### src/rtl/toggle_decoder.sv
// toggle_decoder
// Receive side of a toggle link. The asynchronous toggling line in_Q is
// brought into the clk domain through a two-stage synchronizer. Each accepted
// level change produces a one-cycle out_T pulse and bumps an 8-bit event count.
// The clocks between consecutive accepted toggles are reported on out_period
// with an out_valid strobe. out_stall flags a line that has been quiet for
// TIMEOUT clocks.
//
// Optional build macro: TOGGLE_DEC_GLITCH_FILTER_EN
//   When defined, a level change on the synchronized line must persist for
//   FILT_LEN consecutive samples before it is accepted.
//   When undefined, every synchronized change is accepted. Latency is then
//   3 clocks.
module toggle_decoder #(
    parameter int CNT_W    = 16,
    parameter int TIMEOUT  = 1000,
    parameter int FILT_LEN = 3
) (
    input  logic             clk,
    input  logic             reset,
    input  logic             in_Q,
    output logic             out_T,
    output logic             out_level,
    output logic [CNT_W-1:0] out_period,
    output logic             out_valid,
    output logic             out_stall,
    output logic [7:0]       out_count
);

    typedef enum logic [1:0] {
        ST_IDLE    = 2'd0,
        ST_MEASURE = 2'd1,
        ST_STALL   = 2'd2
    } state_t;

    // Last count value before a quiet line is declared stalled.
    localparam logic [CNT_W-1:0] TIMEOUT_LAST_C = CNT_W'(TIMEOUT - 1);

`ifdef TOGGLE_DEC_GLITCH_FILTER_EN
    // A change is accepted on its FILT_LEN-th consecutive differing sample.
    localparam logic [3:0] FILT_THR_C = 4'(FILT_LEN - 1);
`else
    // Threshold zero accepts the first differing sample. FILT_LEN only keeps a
    // common parameter list for both builds.
    localparam logic [3:0] FILT_THR_C = 4'(FILT_LEN) & 4'h0;
`endif

    logic             s1_r;
    logic             s2_r;
    state_t           state_r;
    state_t           state_nxt_s;
    logic [CNT_W-1:0] cnt_r;
    logic [CNT_W-1:0] cnt_nxt_s;
    logic [3:0]       fcnt_r;
    logic [3:0]       fcnt_nxt_s;
    logic             diff_s;
    logic             accept_s;
    logic             level_nxt_s;
    logic             t_nxt_s;
    logic [CNT_W-1:0] period_nxt_s;
    logic             valid_nxt_s;
    logic             stall_nxt_s;
    logic [7:0]       count_nxt_s;

    // Two-flop synchronizer for the asynchronous toggle line.
    always_ff @(posedge clk or negedge reset) begin
        if (!reset) begin
            s1_r <= 1'b0;
            s2_r <= 1'b0;
        end else begin
            s1_r <= in_Q;
            s2_r <= s1_r;
        end
    end

    // Acceptance, glitch-filter counter, FSM next state and next output values.
    always_comb begin
        diff_s       = (s2_r != out_level);
        accept_s     = diff_s && (fcnt_r == FILT_THR_C);
        state_nxt_s  = state_r;
        cnt_nxt_s    = cnt_r;
        fcnt_nxt_s   = 4'd0;
        level_nxt_s  = out_level;
        t_nxt_s      = 1'b0;
        period_nxt_s = out_period;
        valid_nxt_s  = 1'b0;
        stall_nxt_s  = out_stall;
        count_nxt_s  = out_count;

        if (diff_s && !accept_s) begin
            fcnt_nxt_s = fcnt_r + 4'd1;
        end else begin
            fcnt_nxt_s = 4'd0;
        end

        if (accept_s) begin
            level_nxt_s = s2_r;
            t_nxt_s     = 1'b1;
            count_nxt_s = out_count + 8'd1;
        end else begin
            level_nxt_s = out_level;
            t_nxt_s     = 1'b0;
            count_nxt_s = out_count;
        end

        case (state_r)
            ST_IDLE: begin
                // No reference edge yet, so the first toggle only starts timing.
                if (accept_s) begin
                    state_nxt_s = ST_MEASURE;
                    cnt_nxt_s   = {CNT_W{1'b0}};
                end else begin
                    state_nxt_s = ST_IDLE;
                end
            end
            ST_MEASURE: begin
                // A toggle on the timeout cycle still counts as a valid period.
                if (accept_s) begin
                    period_nxt_s = cnt_r + CNT_W'(1);
                    valid_nxt_s  = 1'b1;
                    cnt_nxt_s    = {CNT_W{1'b0}};
                end else if (cnt_r == TIMEOUT_LAST_C) begin
                    state_nxt_s = ST_STALL;
                    stall_nxt_s = 1'b1;
                end else begin
                    cnt_nxt_s = cnt_r + CNT_W'(1);
                end
            end
            ST_STALL: begin
                // Recovery toggle restarts timing and holds the old period.
                if (accept_s) begin
                    state_nxt_s = ST_MEASURE;
                    stall_nxt_s = 1'b0;
                    cnt_nxt_s   = {CNT_W{1'b0}};
                end else begin
                    state_nxt_s = ST_STALL;
                end
            end
            default: begin
                state_nxt_s = ST_IDLE;
                cnt_nxt_s   = {CNT_W{1'b0}};
                stall_nxt_s = 1'b0;
            end
        endcase
    end

    // FSM state register.
    always_ff @(posedge clk or negedge reset) begin
        if (!reset) begin
            state_r <= ST_IDLE;
        end else begin
            state_r <= state_nxt_s;
        end
    end

    // Period/filter counters and registered outputs.
    always_ff @(posedge clk or negedge reset) begin
        if (!reset) begin
            cnt_r      <= {CNT_W{1'b0}};
            fcnt_r     <= 4'd0;
            out_level  <= 1'b0;
            out_T      <= 1'b0;
            out_period <= {CNT_W{1'b0}};
            out_valid  <= 1'b0;
            out_stall  <= 1'b0;
            out_count  <= 8'd0;
        end else begin
            cnt_r      <= cnt_nxt_s;
            fcnt_r     <= fcnt_nxt_s;
            out_level  <= level_nxt_s;
            out_T      <= t_nxt_s;
            out_period <= period_nxt_s;
            out_valid  <= valid_nxt_s;
            out_stall  <= stall_nxt_s;
            out_count  <= count_nxt_s;
        end
    end

endmodule

### config.mk
export PLATFORM = sky130hd
export DESIGN_NAME = toggle_decoder
export DESIGN_NICKNAME = d
export VERILOG_FILES = /design/src/rtl/toggle_decoder.sv
export SDC_FILE = /design/constraint.sdc
export NUM_CORES = 1
export LEC_CHECK = 0
export CAP_MARGIN = 20
export CORE_MARGIN = 8
export CORE_UTILIZATION = 45
export DETAILED_ROUTE_END_ITERATION = 8
export PLACE_DENSITY = 0.69
export SYNTH_ARGS = -nofsm -noshare
export SYNTH_HDL_FRONTEND = slang
export SYNTH_SLANG_ARGS = --single-unit
### constraint.sdc
create_clock -name clk -period 1.9 [get_ports clk]
set_clock_uncertainty 0.1 [all_clocks]
set_input_delay 0.19 -clock clk [delete_from_list [all_inputs] [get_ports clk]]
set_output_delay 0.19 -clock clk [all_outputs]
set_load 0.02 [all_outputs]
# --- Yosys cells after proc, flatten, opt, wreduce, memory -nomap -nowiden ---
# Cells that the tools add are included.
op_classes:
  addsub: 3
  n_eq_ne: 9
  muxes: 16
  n_bitwise: 1
  n_reduce_logical: 10
op_table:
  columns: ["op", "n"]
  rows:
  - ["16-bit 2-to-1 mux", 3]
  - ["16-bit one-hot mux with 2 select lines", 1]
  - ["16-bit by 1-bit adder with 16-bit output, second input constant", 1]
  - ["16-bit by 10-bit equality test with 1-bit output, second input constant", 1]
  - ["8-bit by 1-bit adder with 8-bit output, second input constant", 1]
  - ["1-bit 2-to-1 mux", 6]
  - ["2-bit 2-to-1 mux", 3]
  - ["2-bit != test, second input constant", 3]
  - ["2-bit one-hot mux with 3 select lines", 1]
  - ["2-bit AND reduction", 3]
  - ["4-bit by 1-bit adder with 4-bit output, second input constant", 1]
  - ["4-bit zero test", 1]
  - ["4-bit 2-to-1 mux", 1]
  - ["4-bit AND reduction", 1]
  - ["3-bit != test, second input constant", 1]
  - ["1-bit one-hot mux with 3 select lines", 1]
  - ["2-bit by 1-bit equality test with 1-bit output, second input constant", 1]
  - ["2-bit equality test, second input constant", 1]
  - ["1-bit logical AND", 2]
  - ["2-bit zero test", 1]
  - ["2-bit by 1-bit != test with 1-bit output, second input constant", 1]
  - ["2-bit OR reduction", 1]
  - ["1-bit zero test", 1]
  - ["1-bit != test", 1]
  - ["1-bit inverter", 1]
word_totals:
  regBits: 52
  output_inout_bits: 28
  elab_cells: 50

# --- Logic depth before layout (Yosys ltp) ---
logic_depth:
  ltp_word: 5
  ltp_mapped: 7

# --- Least setup slack after synthesis ---
# OpenSTA, ideal clock, no wires.
synth_timing:
  path_kind: "register to register"
  from: "register fcnt_r[0]"
  to: "register cnt_r[10]"
  arrival_time_ns: 1.847
  t_required_ns: 1.681
  path_slack_ns: -0.166
  path_stages_with_launch: 8
  n_path_buf: 1
  path_cell_list: "dfrtp_1 > inv_1 > ha_1 > or3b_2 > o21ai_0 > clkbuf_1 > o21ai_0 > a21o_2"
synth_between:
  elab_chain_cells: 4
synth_lines:
  columns: ["element", "line_no", "rtl"]
  rows:
  - ["start: declaration", "54", "logic [3:0] fcnt_r;"]
  - ["start signal: assignment", "169", "fcnt_r <= fcnt_nxt_s;"]
  - ["4-bit zero test (*)", "79", "accept_s = diff_s && (fcnt_r == FILT_THR_C);"]
  - ["1-bit logical AND (*)", "79", null]
  - ["16-bit 2-to-1 mux, or another cell as far along", "118", "if (accept_s) begin"]
  - ["16-bit one-hot mux with 2 select lines / 2-bit AND reduction (equally long branches)", null, null]
  - ["end signal: assignment", "159", "cnt_r <= {CNT_W{1'b0}};"]
  - ["end signal: assignment", "168", "cnt_r <= cnt_nxt_s;"]
  - ["end: declaration", "52", "logic [CNT_W-1:0] cnt_r;"]
# Mark *: on every way between the ends. The rest lies on a longest branch, timed or not.
# A chain may end at the register's enable or synchronous reset.

# --- Final worst setup path ---
layout_timing:
  from: "register cnt_r[11]"
  to: "register cnt_r[2]"
layout_between:
  elab_chain_cells: 3
layout_lines:
  columns: ["element", "line_no", "rtl"]
  rows:
  - ["16-bit by 10-bit equality test with 1-bit output", "122", "end else if (cnt_r == TIMEOUT_LAST_C) begin"]
  - ["3-bit != test (no source line)", null, null]
  - ["2-bit AND reduction (no source line)", null, null]
# Every way passes these cells.

==> impl_metrics.csv <==
group,metric,value,unit
clock_tree,cts_root_buffer,"clkbuf_8",
clock_tree,cts_tree,"done",
global_route,grt_usage,14.0,%
global_route,antenna_found_initial,0,
floorplanning,num_io_pins,31,
floorplanning,die_x,90.7,um
clock_tree,cts_sinks,52,
clock_tree,clockBufferDepth,2,
clock_tree,cts.clk_slew.worst_paths,90,ps
global_route,overflow,0,
routing,num_vias,2102,
synthesis,synthCells,257,
setup_path,critPathLaunchType,"register",
placed_design,numPortBuffers,30,
routing,route.detailed.drc,0,
synthesis,yosys_register_bits,52,
placed_design,postPlaceCellArea,3150,um2
routing,ant_nets,0,
finish,drive_gt1_share,19.1,%
finish,design_area,3330,um2
routing,firstDrtPassIters,4,
outcome,violations,"negative setup slack",
synthesis,synth_nets,264,
timing,worst_slew_pin_slew,543,ps
clock_tree,cts_made_buffers,5,
worst_hold_path,hold_class,"input port to register",
synthesis,syn_area_per_cell,9.77,um2
global_route,grt_pass1_vias,2036,
timing,post-route-min-period,1930,ps
synthesis,yosys.area.top_type,"dfrtp_1",
synthesis,yosysMostFrequentCell,"dfrtp_1",
floorplanning,num_rows,27,
power_and_ir_drop,powerDensity,898,nW/um2
timing,rsz0062_at_grt,"true",
synthesis,synthArstFlopShare,100,%
flow_run,maxCapViolations,0,
timing,maxSlewViolCount,0,
power_and_ir_drop,irDropWorstVdd,0.667,mV
setup_path,crit_arrival,2070,ps
finish,antennaDiodeCount,0,
clock_tree,cts_max_level,2,
power_and_ir_drop,leakage,1.44,nW
outcome,run_status,"finished with violations",
setup_path,end_kind,"register",
floorplanning,core,5440,um2
global_route,grt_pass1_wl,9.52,mm
timing,fmax,0.519,GHz
routing,drtIter0Drc,241,
timing,hold_slack,229,ps
placed_design,hpwl,4.17,mm
synthesis,netlist_top_cells_area,"dfrtp_1 52%, xnor2_1 5.2%, o21ai_0 5.0%",
placed_design,globalplace.congestion,0.851,
setup_path,crit_type,"register to register",
synthesis,synth-seq-area-share,51.8,%
floorplanning,dieHeight,90.7,um
synthesis,yosys-top-cells-count,"52 x dfrtp_1, 32 x nand2_1, 25 x o21ai_0, 15 x xnor2_1, 14 x a21oi_1",
synthesis,ys.flop_type,"dfrtp_1",
finish,fin_nets,330,
setup_path,cp.required,2050,ps
timing,setup_violations,1,
floorplanning,start_util,46.2,%
synthesis,synth.top_cell.area_share,51.8,%
global_route,grt_max_degree,31,
routing,vias_per_cell,5.31,
synthesis,synth_warnings,0,
timing,period_share,101,%
synthesis,synth.distinct_cells,41,
synthesis,syn_area,2510,um2
timing,timing.final.ws_setup,-25.8,ps
timing,finalHoldViolCount,0,
floorplanning,die_area,8230,um2
timing,slew_headroom,63.8,%
setup_path,crit_fanout,3,
routing,drt-wirelength-per-cell,14.3,um
clock_tree,clock_latency,310,ps
synthesis,synth_edf_count,0,
routing,totalWireLength,5.65,mm
finish,area_delta_synth_final,32.7,%
[cells by family after synthesis]
group	share of synthesized area (%)
mux	0.847
fa+ha+maj	1.99
flops	51.8
xor+xnor	7.67
simple gates	19.8
buf+inv	3.49
compound gates	14.4
[worst max-delay path, cell delays in order (launching register included)]
cell	delay (ps)
dfrtp_1	380
or4_4	530
or4_4	560
a21o_1	180
a21oi_2	110
[layout by cell type, fill, tap and decap left out, types with 3 or more instances in the layout]
| cell | synthesis | final |
|---|---|---|
| a21o_1 | 3 | 3 |
| a21oi_1 | 14 | 13 |
| a31oi_1 | 11 | 11 |
| and2_1 | 3 | 3 |
| buf_4 | 0 | 35 |
| clkbuf_8 | 0 | 7 |
| clkdlybuf4s50_1 | 0 | 29 |
| dfrtp_1 | 52 | 52 |
| ha_1 | 4 | 3 |
| inv_1 | 6 | 5 |
| nand2_1 | 32 | 32 |
| nand2b_1 | 3 | 3 |
| nand3_1 | 11 | 11 |
| nand4_1 | 6 | 6 |
| nor2_1 | 10 | 10 |
| nor3_1 | 7 | 7 |
| nor4_1 | 6 | 6 |
| o21ai_0 | 25 | 22 |
| or3_1 | 6 | 6 |
| or4_4 | 2 | 3 |
| xnor2_1 | 15 | 15 |
| xor2_1 | 7 | 7 |
[power breakdown]
part	leakage [nW]	internal, mW	switching (mW)
sequential	0.688	1.24	0.127
clock	0.0645	0.465	0.355
combinational	0.687	0.389	0.413
[flip-flops by register name (all words and copies together), names as in the netlist]
signal / count
out_level: 1
cnt_r: 16
fcnt_r: 4
s2_r: 1
out_stall: 1
state_r: 2
out_T: 1
out_period: 16
out_valid: 1
s1_r: 1
out_count: 8
[worst paths after layout]
| check | to | cells after the start | startpoint | slack [ps] |
|---|---|---|---|---|
| hold reg to reg | s2_r | 0 | s1_r | 260 |
| hold / removal | s1_r | 1 | in_Q | 230 |
| min in group asynchronous | fcnt_r[3] | 2 | reset | 290 |
| max in group asynchronous | out_period[15] | 3 | reset | 870 |
| setup reg to reg | cnt_r[2] | 4 | cnt_r[11] | -30 |
| setup / recovery | cnt_r[2] | 4 | cnt_r[11] | -30 |
[what timing repair did]
action                                 CTS  global route
setup endpoints to repair                4            25
gates cloned                             1             0
resized for setup                        4             8
hold buffers                             1             0
endpoints found under the hold margin   22             0
pin swaps                                0             4
buffers inserted                         0             1
[per-stage QoR]
stage               worst slack, ps  cells  setup TNS (ps)  total power, mW  util (%)
floorplan                     -82.6    257            -240             1.78         -
global placement              -19.5    385           -19.5             2.18      57.9
detailed placement            -43.2    385           -60.0             2.19      57.9
CTS                           -34.6    395           -55.4             3.04      60.9
global route                  -63.9    396            -247             3.16      61.3
finish                        -25.8    396           -25.8             2.99      61.3
[layer usage]
metal	wire length, um	vias to the layer above	global-route usage (%)
met2	2610	76	22.7
met4	78	0	4.02
met1	2600	972	17.3
met5	0	-	0
li1	-	1046	-
met3	365	8	4.32
[layout make-up]
class,instances,area (um2)
multi-input cells,186,1150
inverters,7,26.3
well taps,72,90.1
clock inverters,1,30.0
clock buffers,7,96.3
flip-flops and latches,52,1300
fillers,473,2110
repair buffers,71,636
Note: power is estimated with default switching activity, not from simulation.
